===== src/rtl/meter_display.sv =====
// rtl/meter_display.sv - 4-digit multiplexed 7-segment driver with frame shadow and low-time blink
// Optional build macro: LEADING_ZERO_BLANK_EN blanks leading zero digits above the ones digit.

module meter_display #(
  parameter int REFRESH_DIV = 100000,
  parameter int FLASH_DIV   = 50000000
) (
  input  logic        clk,
  input  logic        reset,
  input  logic [15:0] count_bcd,
  input  logic        flash,
  output logic [6:0]  seg,
  output logic [3:0]  an
);

  localparam int RW = (REFRESH_DIV > 1) ? $clog2(REFRESH_DIV) : 1;
  localparam int FW = (FLASH_DIV > 1) ? $clog2(FLASH_DIV) : 1;
  localparam logic [RW-1:0] REFRESH_LAST = RW'(REFRESH_DIV - 1);
  localparam logic [FW-1:0] FLASH_LAST   = FW'(FLASH_DIV - 1);
  localparam logic [6:0] SEG_BLANK = 7'b1111111;
  localparam logic [6:0] SEG_DASH  = 7'b0111111;

  typedef enum logic {
    PHASE_ON  = 1'b0,
    PHASE_OFF = 1'b1
  } phase_e;

  logic [RW-1:0] refresh_cnt_q, refresh_cnt_d;
  logic [1:0]    digit_q, digit_d;
  logic [15:0]   shadow_q, shadow_d;
  logic          flash_q;
  logic [FW-1:0] flash_cnt_q, flash_cnt_d;
  phase_e        phase_q, phase_d;
  logic [6:0]    seg_q, seg_d;
  logic [3:0]    an_q, an_d;
  logic          refresh_tc;
  logic          flash_tc;
  logic [3:0]    nibble;
  logic          lz_blank;

  function automatic logic [6:0] decode_digit(input logic [3:0] d);
    case (d)
      4'd0:    decode_digit = 7'b1000000;
      4'd1:    decode_digit = 7'b1111001;
      4'd2:    decode_digit = 7'b0100100;
      4'd3:    decode_digit = 7'b0110000;
      4'd4:    decode_digit = 7'b0011001;
      4'd5:    decode_digit = 7'b0010010;
      4'd6:    decode_digit = 7'b0000010;
      4'd7:    decode_digit = 7'b1111000;
      4'd8:    decode_digit = 7'b0000000;
      4'd9:    decode_digit = 7'b0010000;
      default: decode_digit = SEG_DASH;
    endcase
  endfunction

  // Shadow only reloads on the 3->0 wrap so a frame never mixes two counts.
  always_comb begin
    refresh_tc    = (refresh_cnt_q == REFRESH_LAST);
    refresh_cnt_d = refresh_tc ? '0 : refresh_cnt_q + 1'b1;
    digit_d       = refresh_tc ? digit_q + 2'd1 : digit_q;
    shadow_d      = (refresh_tc && digit_q == 2'd3) ? count_bcd : shadow_q;
  end

  // Holding the counter at 0 with phase ON while flash is low makes every
  // registered rising edge start a fresh ON half-period.
  always_comb begin
    flash_tc    = (flash_cnt_q == FLASH_LAST);
    flash_cnt_d = flash_cnt_q;
    phase_d     = phase_q;
    if (!flash_q) begin
      flash_cnt_d = '0;
      phase_d     = PHASE_ON;
    end else if (flash_tc) begin
      flash_cnt_d = '0;
      phase_d     = (phase_q == PHASE_ON) ? PHASE_OFF : PHASE_ON;
    end else begin
      flash_cnt_d = flash_cnt_q + 1'b1;
    end
  end

  always_comb begin
    case (digit_q)
      2'd0:    nibble = shadow_q[3:0];
      2'd1:    nibble = shadow_q[7:4];
      2'd2:    nibble = shadow_q[11:8];
      default: nibble = shadow_q[15:12];
    endcase
`ifdef LEADING_ZERO_BLANK_EN
    lz_blank = ((digit_q == 2'd3) && (shadow_q[15:12] == 4'd0)) ||
               ((digit_q == 2'd2) && (shadow_q[15:8]  == 8'd0)) ||
               ((digit_q == 2'd1) && (shadow_q[15:4]  == 12'd0));
`else
    lz_blank = 1'b0;
`endif
  end

  // Blank gating uses flash_q directly so a drop in flash reaches the anodes in two clocks.
  always_comb begin
    an_d  = (flash_q && phase_q == PHASE_OFF) ? 4'b1111 : ~(4'b0001 << digit_q);
    seg_d = lz_blank ? SEG_BLANK : decode_digit(nibble);
  end

  always_ff @(posedge clk or posedge reset) begin
    if (reset) begin
      refresh_cnt_q <= '0;
      digit_q       <= 2'd0;
      shadow_q      <= 16'h0000;
      flash_q       <= 1'b0;
      flash_cnt_q   <= '0;
      phase_q       <= PHASE_ON;
      seg_q         <= SEG_BLANK;
      an_q          <= 4'b1111;
    end else begin
      refresh_cnt_q <= refresh_cnt_d;
      digit_q       <= digit_d;
      shadow_q      <= shadow_d;
      flash_q       <= flash;
      flash_cnt_q   <= flash_cnt_d;
      phase_q       <= phase_d;
      seg_q         <= seg_d;
      an_q          <= an_d;
    end
  end

  assign seg = seg_q;
  assign an  = an_q;

endmodule


===== config.mk =====
export PLATFORM = sky130hd
export DESIGN_NAME = meter_display
export DESIGN_NICKNAME = d
export VERILOG_FILES = /design/src/rtl/meter_display.sv
export SDC_FILE = /design/constraint.sdc
export NUM_CORES = 1
export LEC_CHECK = 0
export BUFFER_PORTS_ARGS = -buffer_cell sky130_fd_sc_hd__buf_2
export CAP_MARGIN = 20
export CORE_UTILIZATION = 50
export CTS_CLUSTER_DIAMETER = 40
export CTS_CLUSTER_SIZE = 25
export DETAILED_ROUTE_END_ITERATION = 8
export PLACE_DENSITY_LB_ADDON = 0.1
export SYNTH_ARGS = -nofsm -noshare
export SYNTH_HDL_FRONTEND = slang
export SYNTH_SLANG_ARGS = --single-unit

===== constraint.sdc =====
create_clock -name clk -period 3.2 [get_ports clk]
set_input_delay 0.64 -clock clk [delete_from_list [all_inputs] [get_ports clk]]
set_output_delay 0.64 -clock clk [all_outputs]
set_load 0.01 [all_outputs]

-- After elaboration in Yosys (flattened, before gate mapping)
Memory sizes are Yosys's and may differ from the RTL's. A register that Yosys moved wholly into a read port is not among the register bits.
Index checks and enable logic that the tools add are counted.
- add/subtract/negate cells: 3
- equality and inequality tests: 6
- shift operators: 1
- mux-type cells: 8
- bitwise logic cells: 1
- reduce and logical (&&, ||, !) cells: 3
- operators by type and width (cell ; count):
    $mux W26 ; 2
    $add A26 B1 Y26 const B ; 1
    $eq A26 B26 Y1 const B ; 1
    $add A17 B1 Y17 const B ; 1
    $eq A17 B17 Y1 const B ; 1
    $mux W17 ; 1
    $pmux W4 S3 ; 1
    $eq A2 B2 Y1 const B ; 2
    $mux W4 ; 1
    $not A4 Y4 ; 1
    $shl A1 B2 Y4 const A ; 1
    $mux W1 ; 3
    $add A2 B1 Y2 const B ; 1
    $eq A2 B1 Y1 const B ; 1
    $logic_and A1 B1 Y1 ; 2
    $logic_not A2 Y1 ; 1
    $ne A2 B1 Y1 const B ; 1
- flip-flop bits (word level): 67
- bits in read-only memories: 112
- input bits: 19
- logic and storage cells: 30
- memories: 1
- memories (memory ; depth ; width ; rd ports ; clocked after memory_dff ; wr ports ; RTL line ; text):
    (no name shown) ; 16 ; 7 ; 1 ; 1 ; 0 ; 42 ; case (d)

-- Logic depth before layout (Yosys ltp)
Gate-level depths: netlist (run 1).
- depth after elaboration: 3
- depth in mapped cells: 8
- mapped depth without buffers: 8

-- Worst setup path before layout (run 1)
Ideal clock, no wire load.
- path type: flip-flop to flip-flop
- start: register refresh_cnt_q[6]
- end: register shadow_q[0]
- data arrival time: 1.916 ns
- required time: 3.075 ns
- slack: 1.158 ns
- cell stages (with the launch flop): 6
- buffers on the path: 1
- clock period less this slack: 2.042 ns
- cell sequence: dfrtp_1 -> or4b_4 -> nor4_4 -> nand2_4 -> buf_6 -> mux2_4
- word-level cells in the longest chain between the ends: 2
- ends and longest elaborated chain (element ; RTL line ; text):
    start, declared ; 28 ; logic [RW-1:0] refresh_cnt_q, refresh_cnt_d;
    start signal, assigned ; 115 ; refresh_cnt_q <= refresh_cnt_d;
    $eq A17 B17 Y1 ; 59 ; refresh_tc = (refresh_cnt_q == REFRESH_LAST);
    $logic_and A1 B1 Y1 ; 62 ; shadow_d = (refresh_tc && digit_q == 2'd3) ? count_bcd : shadow_q;
    end signal, assigned ; 117 ; shadow_q <= shadow_d;
    end, declared ; 30 ; logic [15:0] shadow_q, shadow_d;
Every way passes these cells.
A chain may end at the register's enable or synchronous reset.

-- Final worst setup path (run 1)
- start: register flash_cnt_q[10]
- end: register flash_cnt_q[3]
- word-level cells in the longest chain between the ends: 3
- ends and longest elaborated chain (element ; RTL line ; text):
    start, declared ; 32 ; logic [FW-1:0] flash_cnt_q, flash_cnt_d;
    start signal, assigned ; 119 ; flash_cnt_q <= flash_cnt_d;
    $eq A26 B26 Y1 ; 68 ; flash_tc = (flash_cnt_q == FLASH_LAST);
    $mux W26 ; 74 ; end else if (flash_tc) begin
    $mux W26 ; 71 ; if (!flash_q) begin
    via flash_cnt_d[3] ; 32 ;
The timed path passes the listed nets, and every way through them passes these cells.

==> out/summary.txt, run 1 <==
worst slack at placement -> 926.9 ps
first-pass detailed-route iteration total -> 4
worst ir drop on vdd -> 0.0002390 V
setup TNS -> 0 ps
cell area after layout -> 4029 µm²
min Tclk post-route -> 2275 ps
Synth warnings -> 0
initial antenna violation count -> 0
Critical Path AT -> 2460 ps
# Post-CTS Setup Buffers -> 0
final setup violation count -> 0
core area -> 6869 µm²
Final ANT Viol Nets -> 0
pin count of the biggest net entering global routing -> 44
Final Hold Fails -> 0
Worst-Margin Slew -> 679.0 ps
Worst R2R Path Depth -> 4
htree depth -> 3
Finished Layout Cells -> 455
Post-Syn Instances -> 322
synthesized area per cell -> 11.18 µm²
Layout area overhead -> 11.92%
DP HPWL -> 4342 µm
area taken by multi-input logic gates -> 1628 µm²
internal reg-to-reg setup slack -> 930 ps
Worst slew margin -> 54.66%
vias -> 2490
CTS hold repair buffers -> 0
Via density -> 5.473
CTS root buf -> clkbuf_8
Max Clock Skew -> 11.06 ps
clk buf depth -> 2
Reg clk slew, reported paths -> 80 ps
FF+latch area -> 1866 µm²
WP data required -> 3380 ps
number of synthesized flops with an enable pin -> 0
die area -> 7543 µm²
Fill cells -> 582
mapped cell area -> 3600 µm²
Power Total -> 1.774 mW
# clock sinks -> 74
Die H -> 86.85 µm
pwr/cell area -> 440.3 nW/µm²
initial core utilization -> 52.40%
I/O Pins -> 30
crit path max fanout -> 25
layout cells sized above 1 -> 22.28%
antenna cell count -> 0
FF-to-FF Start -> flash_cnt_q[10]
Wirelength per Cell -> 13.98 µm
RSZ-0062 raised after global routing -> false
number of global-route vias before repair -> 2337
fmax -> 0.4396 GHz
Placement Cell Area -> 3835 µm²
synth unique cells -> 45
number of buffers created by CTS -> 9
Critical R2R Capture -> flash_cnt_q[3]
gr usage total -> 18.76%
Final Max Slew Viols -> 0
initial DRC count -> 106
sequential area share after synthesis -> 51.82%
placed instance count -> 440
worst setup path class -> flip-flop to flip-flop
most frequent cells in the layout -> 63 x dfrtp_1, 29 x buf_2, 24 x nor2_1, 23 x nand2_1, 21 x nand3_1
grt ovf -> 0
# DRC -> 0
ys flop type -> dfrtp_1
Gates resized, CTS repair -> 0
min-delay worst type -> primary input to async pin
Die W -> 86.85 µm
Leak Pwr -> 1.735 nW
routed wire length -> 6360 µm
Rows -> 30
commonest non-fill, non-tap cell in the layout -> dfrtp_1
IO buf count -> 29
fin crit share -> 71.09%
final worst slack -> 925.2 ps
Startpoint Class -> flip-flop
Critical Path Sink Type -> flip-flop
Worst-Skew Late Latency -> 330 ps
syn_nets -> 351
synthesized flop and latch total -> 74
gpl congestion -> 0.7829
Max-Cap Viols -> 0
status -> complete, no violations
Layout Nets -> 384
CTS tree -> built
post-synthesis async set-or-reset flop share -> 100.0%
first-pass GRT wire length -> 10920 µm
-- cell type report --
type | count | area share, %
multi-input cells | 226 | 40.40
repair buffers | 31 | 4.286
well taps | 96 | 2.981
clock buffers | 11 | 3.509
flip-flops and latches | 74 | 46.30
clock inverters | 4 | 1.304
inverters | 13 | 1.211
-- how the worst max path moves through the flow --
stage                    startpoint              end  slack (ps)
global placement    flash_cnt_q[10]  flash_cnt_q[14]         960
global route         flash_cnt_q[0]   flash_cnt_q[4]         710
CTS                 flash_cnt_q[10]   flash_cnt_q[3]         910
floorplan                     reset       digit_q[0]         700
finish              flash_cnt_q[10]   flash_cnt_q[3]         930
detailed placement  flash_cnt_q[10]   flash_cnt_q[3]         930
-- metrics by stage --
stage | hold slack, ps | util [%]
2_1_floorplan | 448.4 | -
3_3_place_gp | 474.2 | 55.83
3_5_place_dp | 470.3 | 55.83
4_1_cts | 418.6 | 58.65
5_1_grt | 430.9 | 58.65
6_report | 401.6 | 58.65
-- where the power goes --
group	leakage [nW]	total, mW	internal [mW]	switching [mW]
sequential	0.939	0.974	0.961	0.0125
clock	0.0877	0.710	0.378	0.332
combinational	0.708	0.0907	0.0387	0.0519
-- routing by layer --
layer	global-route usage [%]	wire length (µm)	part of all wire, %
met4	7.727	104	1.6
met3	3.128	200	3.1
met2	28.56	2811	44
met1	26.66	3244	51
met5	0	0	0
-- Yosys cell counts (2+ instances only) --
library cell,instances,area (µm²)
a21oi_1,15,75.07
a222oi_1,4,40.04
and3_1,4,25.02
and4_1,4,35.03
buf_4,2,15.01
buf_6,2,22.52
clkbuf_1,4,15.01
dfrtp_1,63,1577
dfstp_2,11,289.0
ha_1,10,125.1
inv_1,13,48.80
mux2_2,7,78.83
mux2_4,10,150.1
mux2i_1,4,40.04
nand2_1,23,86.33
nand2b_1,3,18.77
nand3_1,21,105.1
nand4_1,7,43.79
nor2_1,24,90.09
nor3_1,6,30.03
nor4_1,5,31.28
o21ai_0,11,55.05
o31ai_1,6,45.04
or3_1,8,50.05
or4_1,7,52.55
or4b_1,4,40.04
xnor2_1,19,166.4
xor2_1,8,70.07
-- cell families (layout without fill, tap and decap cells) --
kind of cell | count (synthesis) | after routing | synth area share, %
fa+ha+maj | 10 | 10 | 3.476
compound gates | 42 | 42 | 7.473
xor+xnor | 27 | 27 | 6.569
mux | 21 | 21 | 7.473
simple gates | 126 | 126 | 20.23
buf+inv | 22 | 59 | 2.954
flops | 74 | 74 | 51.82
-- worst max-delay path: stages (launching register included) --
cell,delay (ps)
dfrtp_1,450
or4b_1,530
or4_4,450
o21ai_4,560
nor2_1,130
-- registers in the layout, summed over array words and instances (netlist names) --
signal / count
seg: 7
flash_q: 1
refresh_cnt_q: 17
phase_q: 1
shadow_q: 16
digit_q: 2
flash_cnt_q: 26
an: 4
No activity file was read; power rests on OpenSTA's default activity.
==> run 2: changes to the inputs <==
- clock period: 3.2 -> 2 ns (I/O delays scaled with it)
==> run 2 against run 1 <==
Compared with the run above: total power is 60% higher; global-route usage is 1.1 points higher; critical path type unchanged; critical path depth up 1; utilization is 5.8 points higher; count of clock-buffer cells in the layout is 2 lower; highest routed layer unchanged; register-to-register slack lost 900 ps; flip-flop and latch count stayed put.
==> out/summary.txt, run 2 (synthesis results as in run 1) <==
Final Hold Fails -> 0 (unchanged)
final setup violation count -> 0 (unchanged)
Top Registers -> flash_cnt_q (26), refresh_cnt_q (17), shadow_q (16) (unchanged)
worst setup path class -> flip-flop to flip-flop (unchanged)
gpl congestion -> 0.8032 (was 0.7829)
Wirelength per Cell -> 14.25 µm (was 13.98 µm)
setup TNS -> 0 ps (unchanged)
busiest grt layer -> met2 (unchanged)
pin count of the biggest net entering global routing -> 75 (was 44)
min-delay worst type -> primary input to async pin (unchanged)
Layout area overhead -> 22.91% (was 11.92%)
number of buffers created by CTS -> 9 (unchanged)
Via density -> 5.417 (was 5.473)
min Tclk post-route -> 1971 ps (was 2275 ps)
number of global-route vias before repair -> 2432 (was 2337)
Largest Register -> flash_cnt_q (unchanged)
vias -> 2665 (was 2490)
initial DRC count -> 151 (was 106)
Layout Nets -> 420 (was 384)
Layout Utilization -> 64.41% (was 58.65%)
# DRC -> 0 (unchanged)
routed wire length -> 7011 µm (was 6360 µm)
Final Max Slew Viols -> 0 (unchanged)
max FFs per register -> 26 (unchanged)
final worst slack -> 29.47 ps (was 925.2 ps)
commonest non-fill, non-tap cell in the layout -> dfrtp_1 (unchanged)
routing usage on met3 -> 3.507% (was 3.128%)
fin crit share -> 98.53% (was 71.09%)
CTS tree -> built (unchanged)
GR Util met1 -> 28.11% (was 26.66%)
Die W -> 86.85 µm (unchanged)
die area -> 7543 µm² (unchanged)
# clock sinks -> 74 (unchanged)
GR Layer Usage met2 -> 29.56% (was 28.56%)
Worst slew margin -> 66.25% (was 54.66%)
fmax -> 0.5075 GHz (was 0.4396 GHz)
first-pass detailed-route iteration total -> 4 (unchanged)
Power Total -> 2.838 mW (was 1.774 mW)
WP data required -> 2250 ps (was 3380 ps)
most frequent cells in the layout -> 62 x dfrtp_1, 33 x buf_4, 29 x buf_2, 24 x nor2_1, 23 x nand2_1 (was 63 x dfrtp_1, 29 x buf_2, 24 x nor2_1, 23 x nand2_1, 21 x nand3_1)
status -> complete, no violations (unchanged)
initial core utilization -> 52.40% (unchanged)
Worst-Skew Late Latency -> 360 ps (was 330 ps)
Critical Path Sink Type -> flip-flop (unchanged)
grt ovf -> 0 (unchanged)
crit path max fanout -> 8 (was 25)
Rows -> 30 (unchanged)
RSZ-0062 raised after global routing -> true (was false)
gr usage total -> 19.83% (was 18.76%)
DP HPWL -> 4606 µm (was 4342 µm)
CTS hold repair buffers -> 0 (unchanged)
Die H -> 86.85 µm (unchanged)
core area -> 6869 µm² (unchanged)
CTS root buf -> clkbuf_8 (unchanged)
I/O Pins -> 30 (unchanged)
Leak Pwr -> 1.945 nW (was 1.735 nW)
Max-Cap Viols -> 0 (unchanged)
first-pass GRT wire length -> 11410 µm (was 10920 µm)
antenna cell count -> 0 (unchanged)
IO buf count -> 29 (unchanged)
Reg clk slew, reported paths -> 90 ps (was 80 ps)
pwr/cell area -> 641.4 nW/µm² (was 440.3 nW/µm²)
htree depth -> 3 (unchanged)
Worst-Margin Slew -> 506.3 ps (was 679.0 ps)
layout cells sized above 1 -> 35.61% (was 22.28%)
Startpoint Class -> flip-flop (unchanged)
worst slack at placement -> -167.5 ps (was 926.9 ps)
Final ANT Viol Nets -> 0 (unchanged)
WHS -> 104.9 ps (was 401.6 ps)
initial antenna violation count -> 0 (unchanged)
Max Clock Skew -> 11.73 ps (was 11.06 ps)
Critical Path AT -> 2220 ps (was 2460 ps)
worst ir drop on vdd -> 0.0002993 V (was 0.0002390 V)
internal reg-to-reg setup slack -> 30 ps (was 930 ps)
clk buf depth -> 2 (unchanged)
[run 2: cell types whose count changed in the layout (fill, tap and decap cells not counted), sizes merged]
cell,before,now
clkinv,0,1
clkbuf,11,9
inv,13,16
nand2,24,25
buf,31,66
bufinv,1,0
[run 2: layer usage]
metal	up-vias	wire (µm)
met5	-	0
met3	18	219
met4	0	158
li1	1301	-
met1	1298	3467
met2	48	3166
[run 2: final timing paths]
check	start	endpoint	depth (start not counted)
max	refresh_cnt_q[8]	shadow_q[12]	5
min	reset	flash_cnt_q[17]	3
max reg2reg	refresh_cnt_q[8]	shadow_q[12]	5
min reg2reg	refresh_cnt_q[0]	refresh_cnt_q[0]	1
max in group asynchronous	reset	an[3]	3
min in group clk	flash	flash_q	1
[run 2: area by class of cell]
type | instances | area, µm²
multi-input cells | 227 | 1744
repair buffers | 66 | 455.4
clock inverters | 7 | 61.31
well taps | 96 | 120.1
flip-flops and latches | 74 | 1867
clock buffers | 9 | 123.9
fillers | 541 | 2445
inverters | 13 | 52.55
[run 2: critical path, cell delays in order (launching register included)]
cell	delay, ps
dfrtp_1	410
or4b_4	540
nor4_4	280
buf_4	190
nand2_4	110
mux2_4	320
[run 2: where the power goes]
part | internal [mW] | switching [mW]
Clock | 0.473 | 0.631
Combinational | 0.0842 | 0.0936
Sequential | 1.54 | 0.0187
[run 2: repair_timing]
item | CTS | global route
setup buffers | 4 | 5
setup endpoints to repair | 3 | 27
resized for setup | 6 | 23
pin swaps | 2 | 9
cloned | 0 | 1
[run 2: through the flow]
stage | area (µm²) | instances
floorplan | 3607 | 322
global placement | 4050 | 466
detailed placement | 4050 | 466
CTS | 4287 | 486
global route | 4424 | 492
finish | 4424 | 492
